**src/rtl/clz_ctrl_if.sv**
```systemverilog
// Handshake bundle between the execute stage (master) and the CLZ/CLO sequencer (slave).
interface clz_ctrl_if #(
    parameter int WIDTH = 32,
    parameter int RW    = $clog2(WIDTH) + 1
);
    logic             start;
    logic             op_clo;
    logic [WIDTH-1:0] operand;
    logic             flush;
    logic             busy;
    logic             done;
    logic [RW-1:0]    result;

    modport master (
        output start, op_clo, operand, flush,
        input  busy, done, result
    );

    modport slave (
        input  start, op_clo, operand, flush,
        output busy, done, result
    );
endinterface

```
**src/rtl/clz_ctrl.sv**
```systemverilog
// Multi-cycle CLZ/CLO sequencer: scans the latched operand CHUNK bits per cycle
// from the MSB with a narrow leading-zero encoder and accumulates the count.
module clz_ctrl #(
    parameter int WIDTH = 32,
    parameter int CHUNK = 4
) (
    input  logic       clk,
    input  logic       rst_n,
    clz_ctrl_if.slave  bus
);
    localparam int NCHUNK = WIDTH / CHUNK;
    localparam int RW     = $clog2(WIDTH) + 1;
    localparam int IW     = (NCHUNK > 1) ? $clog2(NCHUNK) : 1;
    localparam logic [IW-1:0] LAST_IDX = IW'(NCHUNK - 1);
    localparam logic [RW-1:0] CHUNK_RW = RW'(CHUNK);

    typedef enum logic [1:0] {
        IDLE = 2'd0,
        SCAN = 2'd1,
        DONE = 2'd2
    } state_t;

    state_t           state_q, state_d;
    logic [WIDTH-1:0] sreg_q, sreg_d;
    logic [RW-1:0]    count_q, count_d;
    logic [IW-1:0]    idx_q, idx_d;
    logic [RW-1:0]    result_q, result_d;

    logic [CHUNK-1:0] top;
    logic [RW-1:0]    top_lz;
    logic             accept;

    // Narrow encoder: leading zeros of one chunk, only meaningful when top != 0.
    function automatic logic [RW-1:0] lz_chunk(input logic [CHUNK-1:0] v);
        logic [RW-1:0] n;
        logic          seen;
        n    = '0;
        seen = 1'b0;
        for (int i = CHUNK - 1; i >= 0; i--) begin
            if (v[i])
                seen = 1'b1;
            else if (!seen)
                n = n + RW'(1);
        end
        return n;
    endfunction

    assign top    = sreg_q[WIDTH-1 -: CHUNK];
    assign top_lz = lz_chunk(top);

    // Flush always wins over a new request; SCAN never accepts.
    assign accept = bus.start && !bus.flush && (state_q != SCAN);

    always_comb begin
        state_d  = state_q;
        sreg_d   = sreg_q;
        count_d  = count_q;
        idx_d    = idx_q;
        result_d = result_q;

        case (state_q)
            IDLE: begin
                if (accept)
                    state_d = SCAN;
            end
            SCAN: begin
                if (bus.flush) begin
                    state_d = IDLE;
                end else if (top == '0) begin
                    if (idx_q == LAST_IDX) begin
                        result_d = count_q + CHUNK_RW;
                        state_d  = DONE;
                    end else begin
                        count_d = count_q + CHUNK_RW;
                        sreg_d  = sreg_q << CHUNK;
                        idx_d   = idx_q + IW'(1);
                    end
                end else begin
                    result_d = count_q + top_lz;
                    state_d  = DONE;
                end
            end
            DONE: begin
                state_d = accept ? SCAN : IDLE;
            end
            default: state_d = IDLE;
        endcase

        // CLO is CLZ of the inverted operand; load overrides any scan update.
        if (accept) begin
            sreg_d  = bus.op_clo ? ~bus.operand : bus.operand;
            count_d = '0;
            idx_d   = '0;
        end
    end

    always_ff @(posedge clk or negedge rst_n) begin
        if (!rst_n) begin
            state_q  <= IDLE;
            sreg_q   <= '0;
            count_q  <= '0;
            idx_q    <= '0;
            result_q <= '0;
        end else begin
            state_q  <= state_d;
            sreg_q   <= sreg_d;
            count_q  <= count_d;
            idx_q    <= idx_d;
            result_q <= result_d;
        end
    end

    assign bus.busy   = (state_q == SCAN);
    assign bus.done   = (state_q == DONE);
    assign bus.result = result_q;
endmodule

```
**src/flat_wrapper.sv**
```systemverilog
// flat-port wrapper written by rule: the top's interface ports become plain ports
module clz_ctrl_flat 
#(
    parameter int WIDTH = 32,
    parameter int CHUNK = 4
)
  (clk, rst_n, bus_start, bus_op_clo, bus_operand, bus_flush, bus_busy, bus_done, bus_result);
  clz_ctrl_if #(.WIDTH(WIDTH)) bus_i ();
  input  logic clk;
  input  logic rst_n;
  input wire logic [$bits(bus_i.start)-1:0] bus_start;
  input wire logic [$bits(bus_i.op_clo)-1:0] bus_op_clo;
  input wire logic [$bits(bus_i.operand)-1:0] bus_operand;
  input wire logic [$bits(bus_i.flush)-1:0] bus_flush;
  output wire logic [$bits(bus_i.busy)-1:0] bus_busy;
  output wire logic [$bits(bus_i.done)-1:0] bus_done;
  output wire logic [$bits(bus_i.result)-1:0] bus_result;
  assign bus_i.start = bus_start;
  assign bus_i.op_clo = bus_op_clo;
  assign bus_i.operand = bus_operand;
  assign bus_i.flush = bus_flush;
  assign bus_busy = bus_i.busy;
  assign bus_done = bus_i.done;
  assign bus_result = bus_i.result;
  clz_ctrl #(.WIDTH(WIDTH), .CHUNK(CHUNK)) u_core (.clk(clk), .rst_n(rst_n), .bus(bus_i));
endmodule
```
**config.mk**
```make
export PLATFORM = sky130hd
export DESIGN_NAME = clz_ctrl_flat
export DESIGN_NICKNAME = d
export VERILOG_FILES = /design/src/rtl/clz_ctrl_if.sv /design/src/rtl/clz_ctrl.sv /design/src/flat_wrapper.sv
export SDC_FILE = /design/constraint.sdc
export NUM_CORES = 1
export LEC_CHECK = 0
export ABC_AREA = 1
export CAP_MARGIN = 15
export CORE_MARGIN = 10
export CORE_UTILIZATION = 30
export CTS_BUF_LIST = sky130_fd_sc_hd__clkbuf_4
export DETAILED_ROUTE_END_ITERATION = 10
export PLACE_DENSITY = 0.52
export SYNTH_ARGS = -nofsm -noshare
export SYNTH_HDL_FRONTEND = slang
export SYNTH_SLANG_ARGS = --single-unit
```
**constraint.sdc**
```tcl
create_clock -name clk -period 5.4 [get_ports clk]
set_clock_uncertainty 0.15 [all_clocks]
set_input_delay 0.54 -clock clk [delete_from_list [all_inputs] [get_ports clk]]
set_output_delay 0.54 -clock clk [all_outputs]
set_load 0.05 [all_outputs]
```
== Word-level counts from Yosys, hierarchy flattened ==
Cells that the tools add are included.

* Add/subtract/negate cells: 6
* Equal/unequal tests: 9
* Mux-type cells: 34
* Bitwise operators: 2
* Reduce and logical (&&, ||, !) cells: 10

{| class="wikitable"
|+ Operator list
! kind !! count
|-
| two-way mux 32 bit || 6
|-
| two-way mux 6 bit || 13
|-
| NOT 32 bit || 1
|-
| two-way mux 3 bit || 5
|-
| adder 6 x 1 -> 6 bit, second input constant || 2
|-
| two-way mux 2 bit || 4
|-
| inequality test 2 x 1 -> 1 bit, second input constant || 4
|-
| adder 6 x 3 -> 6 bit, second input constant || 1
|-
| adder 6 bit || 1
|-
| one-hot mux 2 bit (3 select lines) || 1
|-
| two-way mux 1 bit || 5
|-
| logical NOT 4 bit || 1
|-
| inequality test 4 bit, second input constant || 1
|-
| AND reduction 4 bit || 1
|-
| nonzero test 2 bit || 2
|-
| adder 3 x 1 -> 3 bit, second input constant || 1
|-
| == test 3 bit, second input constant || 1
|-
| AND reduction 3 bit || 1
|-
| adder 1 x 1 -> 2 bit, second input constant || 1
|-
| == test 2 x 1 -> 1 bit, second input constant || 1
|-
| == test 2 bit, second input constant || 1
|-
| logical AND 1 bit || 2
|-
| logical NOT 2 bit || 1
|-
| inequality test 2 bit, second input constant || 1
|-
| 3 further kinds || 3
|}

* Bits in registers: 49
* Input port bits: 37
* Output and inout bits: 8
* Word-level logic and storage cells: 66

== Logic depth before layout (Yosys ltp) ==
* Word-level depth: 12
* Depth in mapped cells: 11
* Depth with buffers taken out: 11

== Worst setup path before layout ==
Ideal clock, no wire load.

* Path type: register to register
* Start: register u_core.sreg_q[30]
* End: register u_core.result_q[2] (netlist: u_core.bus.result[2])
* Library setup time: 0.118 ns
* Arrival: 1.511 ns
* Data required time: 5.132 ns
* Setup slack: 3.621 ns
* Stages on the path, launching flop included: 10
* Path buffers: 0
* Clock period less this slack: 1.779 ns
* Cell sequence: dfrtp_1 nor2_2 nand2_4 inv_1 ha_1 or2_2 nand3_1 o21ai_0 nand2_1 nand2_1

* Longest elaborated chain between the ends: 9
* Elaborated cells between the ends (all ways): 14
* Classes of those cells: add/sub: 3; eq/ne: 1; mux: 8; reduce/logical: 2

{| class="wikitable"
|+ RTL lines
! what !! line !! text
|-
| start: declaration || clz_ctrl.sv:24 || <nowiki>logic [WIDTH-1:0] sreg_q, sreg_d;</nowiki>
|-
| start signal: assignment || clz_ctrl.sv:106 || <nowiki>sreg_q <= sreg_d;</nowiki>
|-
| two-way mux 6 bit || clz_ctrl.sv:40 || <nowiki>if (v[i])</nowiki>
|-
| adder 6 x 1 -> 6 bit || clz_ctrl.sv:43 || <nowiki>n = n + RW'(1);</nowiki>
|-
| two-way mux 6 bit || clz_ctrl.sv:42 || <nowiki>else if (!seen)</nowiki>
|-
| two-way mux 6 bit || clz_ctrl.sv:40 ||
|-
| adder 6 x 1 -> 6 bit || clz_ctrl.sv:43 ||
|-
| two-way mux 6 bit || clz_ctrl.sv:42 ||
|-
| two-way mux 6 bit || clz_ctrl.sv:40 ||
|-
| adder 6 bit || clz_ctrl.sv:79 || <nowiki>result_d = count_q + top_lz;</nowiki>
|-
| two-way mux 6 bit || clz_ctrl.sv:69 || <nowiki>end else if (top == '0) begin</nowiki>
|-
| end signal: assignment || clz_ctrl.sv:109 || <nowiki>result_q <= result_d;</nowiki>
|-
| end: declaration || clz_ctrl.sv:27 || <nowiki>logic [RW-1:0] result_q, result_d;</nowiki>
|}

Several ways; a longest one is shown, not always the timed one.
A chain may end at the register's enable or synchronous reset.

== Final worst setup path ==
* Start: register u_core.state_q[1]
* End: output bus_busy

* Longest elaborated chain between the ends: 1

{| class="wikitable"
|+ RTL lines
! what !! line !! text
|-
| start: declaration || clz_ctrl.sv:23 || <nowiki>state_t state_q, state_d;</nowiki>
|-
| start signal: assignment || clz_ctrl.sv:105 || <nowiki>state_q <= state_d;</nowiki>
|-
| == test 2 x 1 -> 1 bit || clz_ctrl.sv:113 || <nowiki>assign bus.busy = (state_q == SCAN);</nowiki>
|-
| end: declaration || flat_wrapper.sv:15 || <nowiki>output wire logic [$bits(bus_i.busy)-1:0] bus_busy;</nowiki>
|}

Every way passes these cells.

==> metrics.md <==
| Metric | Value |
|---|---|
| Status | finished, final reports clean |
| # DRC | 0 |
| Vias per cell | roughly 4.6 |
| Worst vdd ir | 117.3 uV |
| Cells after Synth | 324 |
| Die ar. | approximately 0.013 sq mm |
| CP endpoint kind | output pin |
| Port buffer count | 44 |
| Placed cell count | ~460 |
| Worst Max-Slew Pin Slew | 843.3 ps |
| Fin. Hold Viols | 0 |
| Syn Area/Cell | 8.527 sq um |
| CP arrival | 1780 ps |
| Syn Std Cell Area | 0.002763 sq mm |
| H-tree depth | 2 |
| Commonest non-fill, non-tap cell in the layout | nand2_1 |
| Unrepaired setup endpoints after global routing | false |
| Area grow syn2layout | 17.75% |
| R2R cell count | 6 |
| Initial drt markers | approximately 120 |
| Gp weighted congestion | 0.7244 |
| Antenna-violating nets left | 0 |
| PostCTS Resize Cnt | 0 |
| R2R Path End | u_core.sreg_q[28] |
| Initial antenna violation count | 0 |
| Pre-antenna DRT Iters | 4 |
| Initial core utilization | 0.3122 |
| Yosys top cell by area | dfrtp_1 |
| DIE WIDTH | 116.0 um |
| Power Density | around 310 mW/mm^2 |
| Routed WL | between 5000 and 6000 um |
| Max-Cap Viols | 0 |
| Sequential-to-total area share from yosys stat | 0.4257 |
| Share of cells above drive strength 1 | 0.1003 |
| Final worst-path cycle share | 0.4582 |
| Clk buf depth | 2 |
| Clock Tree Root | clkbuf_4 |
| # IOs | 45 |
| Total Routing Usage GR | 0.09363 |
| Fin. max-slew vios | 0 |
| Synth Warn # | 0 |
| Most frequent cells in the layout | 82 x nand2_1, 79 x nand3_1, 47 x dfrtp_1, 42 x clkdlybuf4s50_1, 28 x xor2_1 |
| Post-synth cell types | 26 |
| Clock sinks | 47 |
| FF/Latch Area | ~0.0012 sq mm |
| Detailed Place HPWL | about 4200 um |
| Worst slew margin | 0.4378 |
| Total negative setup slack | 0 ps |
| Leak pwr | 1.535 nW |
| Crit path time final | 2474 ps |
| First-pass GRT wire length | 10,370 um |
| Fillers | 954 |
| Worst-path clk slew | about 140 ps |
| Post-CTS setup buffers | 0 |
| Cts bufs inserted | 5 |
| Largest net degree at the start of global routing | 48 |
| Rows | 34 |
| Share of the synthesized area in the top cell type | 0.4257 |
| Hold WS | 97.77 ps |
| Yosys reg bits | 47 |
| Top cells by area, synth | dfrtp_1 43%, nand3_1 14%, nand2_1 11% |
| Crit start category | register |
| CTS tree | yes |
| # diodes | 0 |
| Hold Path Class | in -> async |
| Final cell count without fillers | 467 |
| Setup violations, final | 0 |
| Critical-path maximum fanout | 3 |
| Multi-input gate area | 0.001375 sq mm |
| Vias in the first global route | 2,291 |
| Worst-Skew Late Latency | 370 ps |
| Global route overflow | 0 |
| Die Span Y | 116.0 um |
| Core Region | 0.008848 sq mm |
| Nets | roughly 400 |
| Crit path kind | reg -> out |
| Reg2Reg Setup Slack | 3150 ps |
| Routed WL per cell | 12.78 um |
| Worst r2r src | u_core.idx_q[0] |
| Cts hold-fix bufs | 0 |
| Max Fclk | approximately 400 MHz |
| Vias | 2,171 |
| Crit path required time | around 4700 ps |
-- through the flow --
step	area [sq um]	util	setup slack, ps	total power [mW]
floorplan	2766	-	3621	0.7440
global placement	3177	0.3590	2090	0.8467
detailed placement	3177	0.3590	2011	0.8560
CTS	3238	0.3660	2422	1.038
global route	3253	0.3676	2817	1.101
finish	3253	0.3676	2926	1.021
-- power breakdown --
| part | leakage (nW) | switching, mW | internal [mW] | total, mW |
|---|---|---|---|---|
| Combinational | 0.905 | 0.205 | 0.140 | 0.346 |
| Sequential | 0.598 | 0.0589 | 0.437 | 0.496 |
| Clock | 0.0323 | 0.121 | 0.0579 | 0.179 |
| Total | 1.54 | 0.386 | 0.635 | 1.02 |
-- cell families after synthesis --
kind of cell               Yosys count  share of synthesized area
and+or+nand+nor                    188                     0.3306
DFF                                 47                     0.4257
buffers and inverters               34                    0.07790
xor gates and xnor gates            32                     0.1014
AOI/OAI and AO/OA                   15                    0.03125
adders and majority gates            7                    0.03170
other                                1                   0.001357
-- per-layer routing --
layer | track usage | part of all wire | routed length (um)
met1 | 0.1090 | 0.46 | 2733
met2 | 0.1627 | 0.50 | 2955
met3 | 0.03411 | 0.044 | 261
met4 | 0.01751 | 0.0032 | 19
met5 | 0 | 0 | 0
-- cells in the mapped netlist, drive strengths merged --
master and count:
nor3 1, buf 20, ha 7, dfrtp 47
conb 1, nand2 86, nand3 85, or2 2
inv 14, nand3b 1, o21ai 13, xor2 28
nand4 1, xnor2 4, nor2 12, a21oi 2
-- area by class of cell --
cell class,instances,share of cell area
Sequential cell,47,0.3615
Multi-Input combinational cell,244,0.4227
Clock inverter,2,0.005000
Clock buffer,6,0.01385
Tap cell,108,0.04154
Inverter,14,0.01615
Timing Repair Buffer,46,0.1392
-- worst max-delay path, stage by stage, from the launching register on --
cell,delay (ps)
dfrtp_1,390
inv_1,80
nand2_2,80
inv_2,80
clkdlybuf4s50_1,800
-- worst max path at each step --
stage	startpoint	endpoint	slack, ps	depth (start not counted)
6_report	u_core.state_q[1]	bus_busy	2930	4
5_1_grt	u_core.state_q[1]	bus_busy	2820	4
4_1_cts	bus_flush	u_core.count_q[2]	2420	7
3_5_place_dp	bus_flush	u_core.sreg_q[4]	2010	7
3_3_place_gp	bus_flush	u_core.sreg_q[5]	2090	7
2_1_floorplan	u_core.sreg_q[30]	u_core.bus.result[2]	3620	9
-- sequential cells by signal, indices dropped and copies added, names as in the netlist --
| register | flops |
|---|---|
| u_core.sreg_q | 32 |
| u_core.bus.result | 6 |
| u_core.count_q | 4 |
| u_core.idx_q | 3 |
| u_core.state_q | 2 |
(Power assumes the default switching activity.)
